`src/rtl/uart_rx_cmd_parser.sv`:
```
// ASCII command-frame decoder: "S"+4 hex or "B"+2 hex, then CR/LF, sets the
// switch/button images; malformed frames pulse frame_error and bump error_count.
module uart_rx_cmd_parser #(
  parameter int DATA_WIDTH     = 8,
  parameter int SWITCH_COUNT   = 16,
  parameter int BUTTON_COUNT   = 5,
  parameter int TIMEOUT_CYCLES = 434000
) (
  input  logic                    clk,
  input  logic                    reset,
  input  logic                    ena,
  input  logic [DATA_WIDTH-1:0]   rx_data,
  input  logic                    rx_valid,
  output logic                    rx_ready,
  output logic [SWITCH_COUNT-1:0] switch_data,
  output logic [BUTTON_COUNT-1:0] button_data,
  output logic                    switch_update,
  output logic                    button_update,
  output logic                    frame_error,
  output logic [7:0]              error_count
);
  localparam int TW = $clog2(TIMEOUT_CYCLES + 1);
  localparam logic [TW-1:0] TMO_MAX = TW'(TIMEOUT_CYCLES - 1);
  localparam logic [DATA_WIDTH-1:0] CH_CR = DATA_WIDTH'(8'h0D);
  localparam logic [DATA_WIDTH-1:0] CH_LF = DATA_WIDTH'(8'h0A);
  localparam logic [DATA_WIDTH-1:0] CH_SP = DATA_WIDTH'(8'h20);
  localparam logic [DATA_WIDTH-1:0] CH_0  = DATA_WIDTH'(8'h30);
  localparam logic [DATA_WIDTH-1:0] CH_9  = DATA_WIDTH'(8'h39);
  localparam logic [DATA_WIDTH-1:0] CH_UA = DATA_WIDTH'(8'h41);
  localparam logic [DATA_WIDTH-1:0] CH_UF = DATA_WIDTH'(8'h46);
  localparam logic [DATA_WIDTH-1:0] CH_LA = DATA_WIDTH'(8'h61);
  localparam logic [DATA_WIDTH-1:0] CH_LF_HEX = DATA_WIDTH'(8'h66);
  localparam logic [DATA_WIDTH-1:0] CH_US = DATA_WIDTH'(8'h53);
  localparam logic [DATA_WIDTH-1:0] CH_LS = DATA_WIDTH'(8'h73);
  localparam logic [DATA_WIDTH-1:0] CH_UB = DATA_WIDTH'(8'h42);
  localparam logic [DATA_WIDTH-1:0] CH_LB = DATA_WIDTH'(8'h62);

  typedef enum logic [1:0] {IDLE, DIGITS, TERM} state_t;

  state_t                  state, state_n;
  logic                    typ_b, typ_b_n;
  logic [15:0]             acc, acc_n;
  logic [2:0]              cnt, cnt_n;
  logic [TW-1:0]           tmo, tmo_n;
  logic [SWITCH_COUNT-1:0] sw_n;
  logic [BUTTON_COUNT-1:0] bt_n;
  logic                    swu_n, btu_n, err_n;
  logic [7:0]              ec_n;

  // Character classification
  logic       is_dig, is_uc, is_lc, is_hex, is_s, is_b, is_term, is_ws, expired, btn_ok;
  logic [3:0] nibble;
  logic [2:0] need;

  assign rx_ready = ena & ~reset;

  always_comb begin
    is_dig  = (rx_data >= CH_0)  && (rx_data <= CH_9);
    is_uc   = (rx_data >= CH_UA) && (rx_data <= CH_UF);
    is_lc   = (rx_data >= CH_LA) && (rx_data <= CH_LF_HEX);
    is_hex  = is_dig | is_uc | is_lc;
    nibble  = is_dig ? rx_data[3:0] : 4'(rx_data[3:0] + 4'd9);
    is_s    = (rx_data == CH_US) || (rx_data == CH_LS);
    is_b    = (rx_data == CH_UB) || (rx_data == CH_LB);
    is_term = (rx_data == CH_CR) || (rx_data == CH_LF);
    is_ws   = is_term || (rx_data == CH_SP);
    need    = typ_b ? 3'd2 : 3'd4;
    // A byte arriving on the expiry cycle takes priority over the timeout
    expired = (state != IDLE) && (tmo == TMO_MAX) && !rx_valid;
    btn_ok  = ((acc[7:0] >> BUTTON_COUNT) == 8'd0);
  end

  always_ff @(posedge clk) begin
    if (reset) begin
      state         <= IDLE;
      typ_b         <= 1'b0;
      acc           <= '0;
      cnt           <= '0;
      tmo           <= '0;
      switch_data   <= '0;
      button_data   <= '0;
      switch_update <= 1'b0;
      button_update <= 1'b0;
      frame_error   <= 1'b0;
      error_count   <= '0;
    end else begin
      state         <= state_n;
      typ_b         <= typ_b_n;
      acc           <= acc_n;
      cnt           <= cnt_n;
      tmo           <= tmo_n;
      switch_data   <= sw_n;
      button_data   <= bt_n;
      switch_update <= swu_n;
      button_update <= btu_n;
      frame_error   <= err_n;
      error_count   <= ec_n;
    end
  end

  always_comb begin
    state_n = state;
    if (ena) begin
      case (state)
        IDLE:    if (rx_valid && (is_s || is_b)) state_n = DIGITS;
        DIGITS:  if (rx_valid) state_n = !is_hex ? IDLE :
                                         ((cnt + 3'd1) == need) ? TERM : DIGITS;
                 else if (expired) state_n = IDLE;
        TERM:    if (rx_valid || expired) state_n = IDLE;
        default: state_n = IDLE;
      endcase
    end
  end

  always_comb begin
    typ_b_n = typ_b;
    acc_n   = acc;
    cnt_n   = cnt;
    tmo_n   = tmo;
    sw_n    = switch_data;
    bt_n    = button_data;
    swu_n   = 1'b0;
    btu_n   = 1'b0;
    err_n   = 1'b0;
    if (ena) begin
      tmo_n = (state == IDLE || rx_valid || expired) ? '0 : tmo + TW'(1);
      case (state)
        IDLE: if (rx_valid) begin
          if (is_s || is_b) begin
            typ_b_n = is_b;
            acc_n   = '0;
            cnt_n   = '0;
          end else if (!is_ws) err_n = 1'b1;
        end
        DIGITS: if (rx_valid) begin
          if (is_hex) begin
            acc_n = {acc[11:0], nibble};
            cnt_n = cnt + 3'd1;
          end else err_n = 1'b1;
        end else if (expired) err_n = 1'b1;
        TERM: if (rx_valid) begin
          if (!is_term) err_n = 1'b1;
          else if (!typ_b) begin
            sw_n  = acc[SWITCH_COUNT-1:0];
            swu_n = 1'b1;
          end else if (btn_ok) begin
            bt_n  = acc[BUTTON_COUNT-1:0];
            btu_n = 1'b1;
          end else err_n = 1'b1;
        end else if (expired) err_n = 1'b1;
        default: ;
      endcase
    end
    ec_n = (err_n && error_count != 8'hFF) ? error_count + 8'd1 : error_count;
  end
endmodule

```
`config.mk`:
```
export PLATFORM = sky130hd
export DESIGN_NAME = uart_rx_cmd_parser
export DESIGN_NICKNAME = d
export VERILOG_FILES = /design/src/rtl/uart_rx_cmd_parser.sv
export SDC_FILE = /design/constraint.sdc
export NUM_CORES = 1
export LEC_CHECK = 0
export CORE_AREA = 2 2 82 84
export CTS_CLUSTER_DIAMETER = 200
export DETAILED_ROUTE_END_ITERATION = 10
export DIE_AREA = 0 0 84 86
export PLACE_DENSITY = 0.82
export SKIP_LAST_GASP = 1
export SLEW_MARGIN = 20
export SYNTH_ARGS = -nofsm -noshare
export SYNTH_HDL_FRONTEND = slang
export SYNTH_SLANG_ARGS = --single-unit
export TNS_END_PERCENT = 100
```
`constraint.sdc`:
```
create_clock -name clk -period 2.9 [get_ports clk]
set_input_delay 0.29 -clock clk [delete_from_list [all_inputs] [get_ports clk]]
set_output_delay 0.29 -clock clk [all_outputs]
set_load 0.01 [all_outputs]
```
==> run_results.csv <==
group,metric,value,unit
synthesis,yosys_warnings,0,
route,totalWireLength,7140,um
placed_design,portBuffers,44,
sta,fin_skew,0.00874,ns
synthesis,synth.cell_area,3330,um^2
status,status,"complete, no violations",
clocking,cts-resized-gates,0,
clocking,cts_hold_buf,0,
floorplan,core,6280,um^2
clocking,cts_setup_buffers,0,
clocking,path_clk_slew,0.08,ns
placed_design,gp_congestion,0.917,
global_routing,use_met3,5.77,%
route,vias_per_cell,5.72,
route,detail-route-antenna-nets,0,
sta,finalSetupTns,0,ns
worst_setup_path,arrival,2.85,ns
worst_setup_path,cp-startpoint,"rx_data[0]",
sta,finalCritPeriodShare,89.8,%
layout,instances_no_fill,495,
synthesis,ys_seq_area_share,43.8,%
worst_setup_path,crit_end,"error_count[4]",
worst_setup_path,r2r_setup_slack,0.64,ns
hold_path,min_path_type,"flop to flop",
route,drt_iter0_drc,150,
route,vias,2831,
floorplan,die-height,86,um
worst_setup_path,reg2reg_from,"state[0]",
route,drt-pass1-iter-count,4,
worst_setup_path,worstSetupPathType,"primary input to flop",
worst_setup_path,worst_path_max_delay_cell,"clkdlybuf4s50_1",
sta,slew_headroom,46.9,%
floorplan,die_area,7220,um^2
worst_setup_path,critical_path.cell_chain,"clkdlybuf4s50_1 -> inv_1 -> ha_1 -> nor4b_1 -> o32ai_1 -> and2_4 -> o211a_1 -> nor4_1 -> mux2_2",
synthesis,synth-seq-cells,73,
synthesis,syn_inst,366,
sta,period_needed,2.60,ns
worst_setup_path,rr_worst_depth,6,
power,power_leakage,1.46,nW
sta,final-setup-viol-count,0,
layout,final_util,64.8,%
floorplan,die_w,84,um
global_routing,grt_busiest_layer,"met2",
global_routing,met1_usage,26.1,%
job,drv_cap,0,
clocking,clock-sinks,73,
synthesis,yosys.cell_types.count,52,
layout,drive_gt1_share,8.37,%
route,wl_per_cell,14.4,um
global_routing,grt_overflow,0,
worst_setup_path,worstPathRequired,3.15,ns
placed_design,hpwl,5060,um
synthesis,synthArstFlopShare,0,%
global_routing,grt_pass1_wl,12300,um
global_routing,antenna_found_initial,0,
power,power_density,473,nW/um^2
synthesis,synth_edf_count,0,
clocking,cts_made_buffers,9,
sta,worst_pin_slew,0.793,ns
worst_setup_path,cp_max_fo,8,
floorplan,rows,29,
route,drc_errors,0,
global_routing,grt_max_degree,29,
global_routing,use_met2,35.0,%
synthesis,ys.flop_type,"dfxtp_1",
worst_setup_path,cpPeakStageDelay,0.56,ns
synthesis,synth_fp_nets,385,
clocking,tritoncts,"built",
worst_setup_path,rr_endpoint,"error_count[4]",
clocking,clock-root-buffer,"clkbuf_8",
clocking,worstSkewPairLatency,0.35,ns
sta,fmax,384,MHz
worst_setup_path,cp-end-kind,"flop",
power,ir_drop,0.387,mV
sta,hold_viol_final,0,
layout,fin_nets,432,
layout,diodes,0,
global_routing,grt_pass1_vias,2653,
floorplan,initial_core_util,53.1,%
sta,slew_violations,0,
synthesis,avgSynthCellArea,9.11,um^2
floorplan,io_pins,45,
clocking,cts.htree.levels,3,
power,p_total,1.92,mW
worst_setup_path,startpoint_type,"primary input",
global_routing,grtUsageTotal,20.9,%
placed_design,dp_cells,479,
clocking,cts_buffer_depth,2,
sta,grt_setup_unrepaired,"no",
layout,area_growth,22.0,%
[registers in the layout, summed over array words and instances, names as in the netlist]
register       count
button_data        5
switch_update      1
state              2
cnt                3
acc               16
button_update      1
typ_b              1
frame_error        1
error_count        8
switch_data       16
tmo               19
[area by class of cell]
class,instances,area (um^2)
well taps,77,96.3
repair buffers,54,528
fillers,554,2210
clock inverters,7,80.1
inverters,8,30.0
flip-flops and latches,73,1460
multi-input cells,267,1750
clock buffers,9,124
[worst min-delay path by stage]
| stage | depth (start not counted) | slack (ns) | from | to |
|---|---|---|---|---|
| floorplan | 1 | 0.45 | acc[12] | acc[12] |
| global placement | 1 | 0.46 | cnt[2] | cnt[2] |
| detailed placement | 1 | 0.47 | cnt[2] | cnt[2] |
| CTS | 1 | 0.49 | acc[13] | acc[13] |
| global route | 1 | 0.50 | acc[13] | acc[13] |
| finish | 1 | 0.49 | acc[13] | acc[13] |
[kinds of logic after synthesis]
kind of cell,after synthesis,synth area share [%]
buffers and inverters,26,3.87
multiplexers,28,8.60
AND/OR/NAND/NOR,162,24.9
XOR/XNOR,21,5.52
flip-flops,73,43.8
AO/OA/AOI/OAI,49,10.7
adder cells (fa/ha/maj),7,2.63
[per-layer routing]
metal / part of all wire, % / up-vias / wire length, um
met3: 4.3 / 11 / 310
met2: 49 / 68 / 3470
li1: - / 1399 / -
met1: 45 / 1353 / 3240
met5: 0 / - / 0
met4: 1.5 / 0 / 110
[cell usage after synthesis, types with 3 or more instances]
master | n | share of area [%]
dfxtp_1 | 73 | 44
inv_1 | 7 | 0.79
nor4b_1 | 4 | 1.1
mux2_2 | 5 | 1.7
nor3_1 | 12 | 1.8
nand3_1 | 18 | 2.7
nor2b_1 | 8 | 1.5
a21oi_1 | 8 | 1.2
xor2_1 | 11 | 2.9
mux2i_1 | 23 | 6.9
nand2b_1 | 4 | 0.75
clkbuf_1 | 9 | 1.0
or3_1 | 3 | 0.56
and2_1 | 3 | 0.56
and3_1 | 6 | 1.1
nor2_1 | 54 | 6.1
buf_6 | 3 | 1.0
nand4_1 | 13 | 2.4
ha_1 | 7 | 2.6
nand2_1 | 19 | 2.1
o21ai_0 | 8 | 1.2
and4_1 | 3 | 0.79
xnor2_1 | 10 | 2.6
buf_2 | 4 | 0.60
nor4_1 | 4 | 0.75
a22o_1 | 13 | 3.4
[layout by cell type (no fill, tap or decap), types with 2 or more instances in the layout]
master	synthesis	final
or4_1	2	2
nor2b_1	8	7
and4_1	3	3
a31oi_1	2	2
mux2i_1	23	23
nand3_1	18	18
nand4_1	13	13
a211oi_1	2	2
xnor2_1	10	10
or2_2	2	2
nor3b_1	2	2
nor4_1	4	4
nor4b_1	4	4
ha_1	7	7
clkbuf_8	0	9
clkinv_4	0	3
nor4bb_1	2	2
inv_1	7	7
o21ai_0	8	8
or3_1	3	3
nor2_1	54	54
o31ai_1	2	2
dfxtp_1	73	73
clkinvlp_4	0	2
mux2_2	5	5
and2_1	3	3
a22o_1	13	13
a21oi_1	8	8
nand2b_1	4	4
o211a_1	2	2
clkdlybuf4s50_1	0	44
nand2_1	19	19
xor2_1	11	11
buf_4	1	9
and3_1	6	6
nor3_1	12	12
[where the power goes]
group	switching [mW]	internal [mW]	total [mW]	leakage [nW]
logic	0.0595	0.0451	0.105	0.776
registers	0.00281	1.00	1.01	0.588
clock network	0.406	0.404	0.810	0.0960
[worst max-delay path: cells and delay by family]
| family | cells | cell delay (ns) |
|---|---|---|
| compound gates | 2 | 0.45 |
| fa+ha+maj | 1 | 0.25 |
| buf+inv | 2 | 0.66 |
| mux | 1 | 0.37 |
| simple gates | 3 | 0.83 |
[stage by stage]
stage | setup slack (ns) | cell area, um^2 | hold slack (ns)
2_1_floorplan | 0.680 | 3330 | 0.449
4_1_cts | 0.335 | 4070 | 0.486
3_5_place_dp | -0.0296 | 3860 | 0.470
6_report | 0.296 | 4070 | 0.488
5_1_grt | 0.123 | 4070 | 0.498
3_3_place_gp | 0.109 | 3860 | 0.461
No activity file was read; power rests on OpenSTA's default activity.
